<file path="config.mk">
export PLATFORM = sky130hd
export DESIGN_NAME = vector_scale_mc
export DESIGN_NICKNAME = d
export VERILOG_FILES = /design/src/rtl/vector_scale_mc.sv
export SDC_FILE = /design/constraint.sdc
export NUM_CORES = 2
export LEC_CHECK = 0
export BUFFER_PORTS_ARGS = -buffer_cell sky130_fd_sc_hd__buf_2
export CORE_AREA = 4 4 587 589
export CTS_BUF_LIST = sky130_fd_sc_hd__clkbuf_4
export DETAILED_ROUTE_END_ITERATION = 10
export DIE_AREA = 0 0 591 593
export HOLD_SLACK_MARGIN = 0.08
export REMOVE_ABC_BUFFERS = 1
export SLEW_MARGIN = 30
export SYNTH_ARGS = -nofsm -noshare
export SYNTH_HDL_FRONTEND = slang
export SYNTH_SLANG_ARGS = --single-unit
</file>
<file path="constraint.sdc">
create_clock -name clk -period 34.3 [get_ports clk]
set_input_delay 3.43 -clock clk [delete_from_list [all_inputs] [get_ports clk]]
set_output_delay 3.43 -clock clk [all_outputs]
set_load 0.05 [all_outputs]
</file>
<file path="src/rtl/vector_scale_mc.sv">
// vector_scale_mc: element-serial Mersenne-31 scale / axpy, one result element per cycle
module vector_scale_mc #(
   parameter int WORD_WIDTH = 31,
   parameter int VECTOR_SIZE = 16
) (
   input  logic                                   clk,
   input  logic                                   reset,
   input  logic                                   start,
   input  logic                                   accumulate,
   input  logic [WORD_WIDTH-1:0]                  scalar,
   input  logic [VECTOR_SIZE-1:0][WORD_WIDTH-1:0] vec_x,
   input  logic [VECTOR_SIZE-1:0][WORD_WIDTH-1:0] vec_y,
   output logic [VECTOR_SIZE-1:0][WORD_WIDTH-1:0] result,
   output logic                                   busy,
   output logic                                   done
);
   localparam int W = WORD_WIDTH;
   localparam int FW = 2 * W + 1;
   localparam int IW = $clog2(VECTOR_SIZE);
   localparam logic [W-1:0] P = {W{1'b1}};
   typedef enum logic [1:0] {IDLE, RUN, DONE} state_t;
   state_t state, state_next;
   logic [IW-1:0] index;
   logic [W-1:0] a;
   logic acc;
   logic last;
   logic [FW-1:0] full;
   // Fold high bits onto low bits (2^W == 1 mod p) until the value fits, then map p to 0.
   function automatic logic [W-1:0] m31_reduce(input logic [FW-1:0] v);
      logic [W+1:0] f1;
      logic [W:0] f2;
      logic [W-1:0] f3;
      f1 = (W+2)'(v[W-1:0]) + (W+2)'(v[FW-1:W]);
      f2 = (W+1)'(f1[W-1:0]) + (W+1)'(f1[W+1:W]);
      f3 = f2[W-1:0] + W'(f2[W]);
      return f3 == P ? '0 : f3;
   endfunction
   assign last = index == IW'(VECTOR_SIZE - 1);
   assign full = FW'(a) * FW'(vec_x[index]) + (acc ? FW'(vec_y[index]) : '0);
   always_comb begin
      state_next = state == IDLE ? (start ? RUN : IDLE) : state == RUN ? (last ? DONE : RUN) : IDLE;
      busy = state == RUN;
      done = state == DONE;
   end
   always_ff @(posedge clk) begin
      if (reset) begin
         state <= IDLE;
         index <= '0;
         a <= '0;
         acc <= 1'b0;
         result <= '0;
      end else begin
         state <= state_next;
         if (state == IDLE && start) begin
            a <= scalar;
            acc <= accumulate;
            index <= '0;
         end
         if (state == RUN) begin
            result[index] <= m31_reduce(full);
            index <= last ? '0 : index + 1'b1;
         end
      end
   end
endmodule
</file>
---- Word-level counts from Yosys, hierarchy flattened ----
Cells that the tools add are included.
storage, ports and cells
  memories ................................ 0
  output and inout port bits .............. 498
  bits in latches ......................... 0
  logic and storage cells ................. 52
  memory bits (read-only) ................. 0
  input bits .............................. 1027
  register bits ........................... 534
  RAM bits ................................ 0
cells by class
  divide/modulo/power cells ............... 0
  $add $sub $neg .......................... 5
  shift operators ......................... 0
  $mul .................................... 1
  magnitude comparators ................... 2
  bitwise logic cells ..................... 0
  equal/unequal tests ..................... 4
  reduce and logical (&&, ||, !) cells .... 4
  mux-type cells .......................... 16
operator list
  cell                                                               number
  bitwise mux 496 bit                                                1
  binary-select mux 31 bit (select 4 bit)                            2
  two-way mux 31 bit                                                 5
  demux 31 bit (select 4 bit)                                        1
  adder 62 x 31 -> 63 bit                                            1
  multiplier 31 x 31 -> 62 bit                                       1
  adder 31 x 32 -> 33 bit                                            1
  adder 31 x 2 -> 32 bit                                             1
  adder 31 x 1 -> 31 bit                                             1
  == test 31 bit, second input constant                              1
  two-way mux 4 bit                                                  3
  two-way mux 2 bit                                                  3
  less-than comparator 4 x 5 -> 1 bit, second input constant         1
  adder 4 x 1 -> 4 bit, second input constant                        1
  == test 4 bit, second input constant                               1
  greater-or-equal comparator 4 x 1 -> 1 bit, second input constant  1
  == test 2 x 1 -> 1 bit, second input constant                      1
  == test 2 bit, second input constant                               1
  logical AND 1 bit                                                  2
  logical NOT 2 bit                                                  1
  nonzero test 2 bit                                                 1
  two-way mux 1 bit                                                  1

---- Longest topological paths before layout ----
  word-level depth ........................ 10
  gate-level depth with buffers ........... 74
  gate-level depth less buffers ........... 65

---- Worst setup path after synthesis ----
No wires, ideal clock.
  path type ............................... input to register
  start point ............................. input port vec_x[481] (netlist name)
  end point ............................... register result[340] (netlist name)
  data required time ...................... 34183 ps
  path slack .............................. 16021 ps
  data arrival time ....................... 18161 ps
  buffers on the path ..................... 6
  stages on the path ...................... 68
  setup time .............................. 117 ps
  path through ............................ mux4_2 > mux4_2 > clkbuf_1 > and2_1 > fa_1 > inv_1 > fa_1 > inv_1 > fa_1 > inv_1 > fa_1 > inv_1 > fa_1 > fa_1 > fa_1 > inv_1 > fa_1 > inv_1 > [... 32 more ...] > nor2_1 > and3_1 > ha_1 > ha_1 > nand2_1 > nor2_1 > o21ai_1 > a221oi_2 > a31oi_1 > a211oi_2 > and4_1 > and4b_1 > nand4_1 > or2_1 > buf_2 > buf_6 > buf_4 > a32o_1
between the ends
  longest elaborated chain between the ends .. 10
RTL lines
  item                                        RTL line  RTL
  from (decl)                                 11        input logic [VECTOR_SIZE-1:0][WORD_WIDTH-1:0] vec_x,
  binary-select mux 31 bit (select 4 bit) *   39        assign full = FW'(a) * FW'(vec_x[index]) + (acc ? FW'(vec_y[index]) : '0);
  two-way mux 31 bit (implied by the code) *  39
  multiplier 31 x 31 -> 62 bit *              39
  adder 62 x 31 -> 63 bit *                   39
  adder 31 x 32 -> 33 bit *                   33        f1 = (W+2)'(v[W-1:0]) + (W+2)'(v[FW-1:W]);
  adder 31 x 2 -> 32 bit *                    34        f2 = (W+1)'(f1[W-1:0]) + (W+1)'(f1[W+1:W]);
  adder 31 x 1 -> 31 bit *                    35        f3 = f2[W-1:0] + W'(f2[W]);
  == test 31 bit                              36        return f3 == P ? '0 : f3;
  two-way mux 31 bit *                        36
  bitwise mux 496 bit *                       60        result[index] <= m31_reduce(full);
  to (signal, indexed assignment)             60
  to (decl)                                   13        output logic [VECTOR_SIZE-1:0][WORD_WIDTH-1:0] result,
Mark *: on every way between the ends. The rest lies on a longest branch, timed or not. The select of a mux whose other input is x is not followed.
A chain may end at the register's enable or synchronous reset.

---- Worst setup path after layout ----
  start point ............................. register index[0]
  end point ............................... register result[17] (netlist name)
between the ends
  longest elaborated chain between the ends .. 10
  elaborated cells between the ends (all ways) .. 18
  those cells by class .................... add/sub: 4; mul: 1; order compare: 2; eq/ne: 1; mux: 9; reduce/logical: 1
RTL lines
  item                                                                       RTL line  RTL
  from (decl)                                                                23        logic [IW-1:0] index;
  from (signal assigned)                                                     61        index <= last ? '0 : index + 1'b1;
  binary-select mux 31 bit (select 4 bit)                                    39
  two-way mux 31 bit (implied by the code)                                   39
  multiplier 31 x 31 -> 62 bit / two-way mux 31 bit (equally long branches)  39
  adder 62 x 31 -> 63 bit                                                    39
  adder 31 x 32 -> 33 bit                                                    33
  adder 31 x 2 -> 32 bit                                                     34
  adder 31 x 1 -> 31 bit                                                     35
  == test 31 bit                                                             36
  two-way mux 31 bit                                                         36
  bitwise mux 496 bit *                                                      60
Marked as above.

==> results_tabular.tex <==
\begin{tabular}{lr}
\hline
Metric & Value \\
\hline
\multicolumn{2}{l}{\textbf{Synth}} \\
\quad Top FF cell, synth & sky130\_fd\_sc\_hd\_\_dfxtp\_1 \\
\quad Flip-flop and latch count after synthesis & 534 \\
\quad Cell count after synthesis & 6,205 \\
\quad Yosys warns & 0 \\
\quad FFs w/ async S/R, synth & 0\% \\
\quad Count of flip-flops with a built-in enable after synthesis & 0 \\
\quad Post-synth cell types & 96 \\
\quad Share of the yosys chip area belonging to registers & 17.25\% \\
\quad Syn Std Cell Area & 61,980 um2 \\
\quad Mean Syn Cell Area & 9.989 um2 \\
\multicolumn{2}{l}{\textbf{Timing}} \\
\quad Worst slack on hold paths & 453.1 ps \\
\quad Final hold violations & 0 \\
\quad Skew final & 118.1 ps \\
\quad Headroom to the max-slew limit & 27.75\% \\
\quad Accumulated negative setup slack & 0 ps \\
\quad Fin crit period & 23,470 ps \\
\quad Period Utilization, post-route & 68.42\% \\
\quad Slew at the pin closest to its max-slew limit & 1084 ps \\
\quad Final setup fails & 0 \\
\quad RSZ-0062 raised after global routing & no \\
\quad Number of slew-limit violations in the final report & 0 \\
\quad Maximum frequency from static timing analysis & 42.61 MHz \\
\multicolumn{2}{l}{\textbf{CTS}} \\
\quad Num CTS Buffers & 144 \\
\quad CTS root buf & sky130\_fd\_sc\_hd\_\_clkbuf\_4 \\
\quad Register clock-pin slew on the reported worst setup and hold paths & 70 ps \\
\quad \# Post-CTS Setup Buffers & 0 \\
\quad Clock tree from TritonCTS & done \\
\quad Maximum clock insertion buffer count & 4 \\
\quad Maximum level of the CTS H-tree & 4 \\
\quad Post-CTS sizing & 0 \\
\quad Worst-Skew Late Latency & 1020 ps \\
\quad \# hold bufs at CTS & 0 \\
\quad Number of clock sinks & 534 \\
\multicolumn{2}{l}{\textbf{Route}} \\
\quad M1 wire length & 119,700 um \\
\quad Via-per-instance ratio & 4.472 \\
\quad Final routed wire length divided by cell count & 25.56 um \\
\quad DRC errors left & 0 \\
\quad DRT Pass-1 Iters & 6 \\
\quad Post-route antenna net violation count & 0 \\
\quad Uppermost signal routing layer after detailed routing & met5 \\
\quad Vias after detailed routing & 55,960 \\
\quad Total detailed-routing wirelength & 319,900 um \\
\quad Number of DRC markers in iteration 0 & 4,791 \\
\quad Routed wire length on met3 & 31,620 um \\
\quad Routed length on met2 & 148,300 um \\
\multicolumn{2}{l}{\textbf{Cells and area}} \\
\quad Most frequent standard cell in the layout excluding fill and tap cells & sky130\_fd\_sc\_hd\_\_buf\_2 \\
\quad Register area & 10,730 um2 \\
\quad Commonest non-fill, non-tap cells in the layout & sky130\_fd\_sc\_hd\_\_buf\_2 (1,523), sky130\_fd\_sc\_hd\_\_inv\_1 (999), sky130\_fd\_sc\_hd\_\_fa\_1 (870) \\
\quad Finished layout cell area & 77,190 um2 \\
\quad Count of placed standard cells in the final layout, fillers left out & 12,510 \\
\quad Share of layout cells above drive strength 1 & 30.22\% \\
\quad NumNets Final & 9,705 \\
\quad Multi-input gate area in the final layout & 45,870 um2 \\
\quad Syn-to-layout area delta & 24.53\% \\
\quad Fill cell total of the finished layout & 36,900 \\
\multicolumn{2}{l}{\textbf{Flow run}} \\
\quad MaxCap Viol Count & 0 \\
\multicolumn{2}{l}{\textbf{Die}} \\
\quad Height of the die & 593 um \\
\quad Boundary Pins & 1,525 \\
\quad Die width & 591 um \\
\quad Initial Utilization & 18.27\% \\
\quad Core area & 339,200 um2 \\
\quad Cell Rows & 214 \\
\quad Area of the die & 350,500 um2 \\
\multicolumn{2}{l}{\textbf{Place}} \\
\quad Sum of net half-perimeters after detailed placement & 259,100 um \\
\quad Cell area after placement & 74,620 um2 \\
\quad Port Buf Inserts & 1,524 \\
\quad Placer's final routability congestion estimate & 0.9748 \\
\quad Total instance count after detailed placement & 11,890 \\
\multicolumn{2}{l}{\textbf{Global routing}} \\
\quad First-pass GRT wire length & 438,000 um \\
\quad Vias in the first global route & 56,570 \\
\quad Total track usage & 17.51\% \\
\quad Largest net degree at the start of global routing & 99 \\
\quad Remaining Overflow, GRT & 0 \\
\quad Antenna violations before repair & 140 \\
\multicolumn{2}{l}{\textbf{Worst setup path}} \\
\quad Endpoint arrival time on the critical path & 24,380 ps \\
\quad Required arrival time at the worst endpoint & 35,210 ps \\
\quad Worst-path fanout max & 98 \\
\quad Nature of the critical path endpoint & flop \\
\quad Cell at the slowest stage of the critical path & sky130\_fd\_sc\_hd\_\_dfxtp\_4 \\
\quad Category of the critical setup timing path & flop to flop \\
\quad Delay of the slowest critical-path stage & 960 ps \\
\quad CP most frequent cell & sky130\_fd\_sc\_hd\_\_fa\_1 \\
\quad Startpoint class of the critical path & flop \\
\multicolumn{2}{l}{\textbf{Min path}} \\
\quad HP Class & flop to flop \\
\multicolumn{2}{l}{\textbf{Status}} \\
\quad Outcome & complete, no violations \\
\hline
\end{tabular}
[routing by layer]
layer,up-vias,track usage [%]
met5,-,0
met4,56,10.33
met3,518,5.662
met2,2839,28.08
met1,28630,20.43
li1,23910,-
[through the flow]
step	setup slack (ps)	utilization (%)
final	10830	22.75
after global routing	9118	22.70
after CTS	10600	22.45
after detailed placement	10590	22.00
after global placement	10540	21.94
after floorplan	2623	-
[area by class of cell]
| cell class | count | share of cell area (%) |
|---|---|---|
| multi-input combinational | 4182 | 59.42 |
| sequential | 534 | 13.90 |
| clock inverter | 21 | 0.1070 |
| clock buffer | 193 | 1.877 |
| tap | 4536 | 7.353 |
| inverter | 1000 | 4.863 |
| timing repair buffer | 1640 | 11.17 |
| antenna | 406 | 1.316 |
[state kept, by name, indices dropped and copies added (netlist names)]
signal  flops
a          31
acc         1
index       4
result    496
state       2
[kinds of logic after synthesis]
group / synth area share (%)
AND/OR/NAND/NOR: 13.49
buffers and inverters: 9.588
adder cells (fa/ha/maj): 34.28
AO/OA/AOI/OAI: 12.26
flip-flops: 17.25
multiplexers: 11.43
XOR/XNOR: 1.704
[cell usage after synthesis (all sizes together) (5+ instances only)]
| cell | count | area share, % |
|---|---|---|
| a2111oi | 12 | 0.20 |
| a211o | 6 | 0.085 |
| a211oi | 19 | 0.26 |
| a21boi | 5 | 0.061 |
| a21o | 51 | 0.62 |
| a21oi | 150 | 1.2 |
| a22oi | 6 | 0.073 |
| a31o | 5 | 0.071 |
| a31oi | 14 | 0.14 |
| a32o | 402 | 6.5 |
| and2 | 568 | 5.7 |
| and3 | 22 | 0.22 |
| and4 | 10 | 0.14 |
| buf | 94 | 1.1 |
| clkbuf | 395 | 2.4 |
| dfxtp | 534 | 17 |
| fa | 870 | 28 |
| ha | 306 | 6.2 |
| inv | 999 | 6.0 |
| mux2i | 7 | 0.11 |
| mux4 | 310 | 11 |
| nand2 | 673 | 4.1 |
| nand2b | 19 | 0.19 |
| nand3 | 51 | 0.42 |
| nand3b | 32 | 0.39 |
| nand4 | 22 | 0.23 |
| nor2 | 108 | 0.65 |
| nor2b | 15 | 0.15 |
| nor3 | 35 | 0.30 |
| nor3b | 9 | 0.11 |
| nor4 | 14 | 0.16 |
| o2111ai | 8 | 0.12 |
| o211ai | 12 | 0.15 |
| o21a | 16 | 0.19 |
| o21ai | 69 | 0.56 |
| o21bai | 9 | 0.11 |
| o31ai | 103 | 1.2 |
| or2 | 27 | 0.28 |
| or3 | 15 | 0.17 |
| or4 | 7 | 0.097 |
| xnor2 | 84 | 1.2 |
| xor2 | 34 | 0.48 |
[worst max-delay path: cells and delay by family, from the launching register on]
family                   cells  cell delay, ps
multiplexers                 2            1580
XOR/XNOR                     3             650
AND/OR/NAND/NOR             17            4070
buffers and inverters       14            5440
AO/OA/AOI/OAI               21            4620
flip-flops                   1             960
adder cells (fa/ha/maj)     13            5510
[final timing paths]
kind / start / end / slack (ps) / depth (start not counted)
max: index[0] / result[17] / 10830 / 70
min: result[382] / result[382] / 450 / 2
max reg2reg: index[0] / result[17] / 10830 / 70
min reg2reg: result[382] / result[382] / 450 / 2
Power is not shown: default switching activity piles up to over one toggle a cycle in this logic, so the estimate is an artifact.
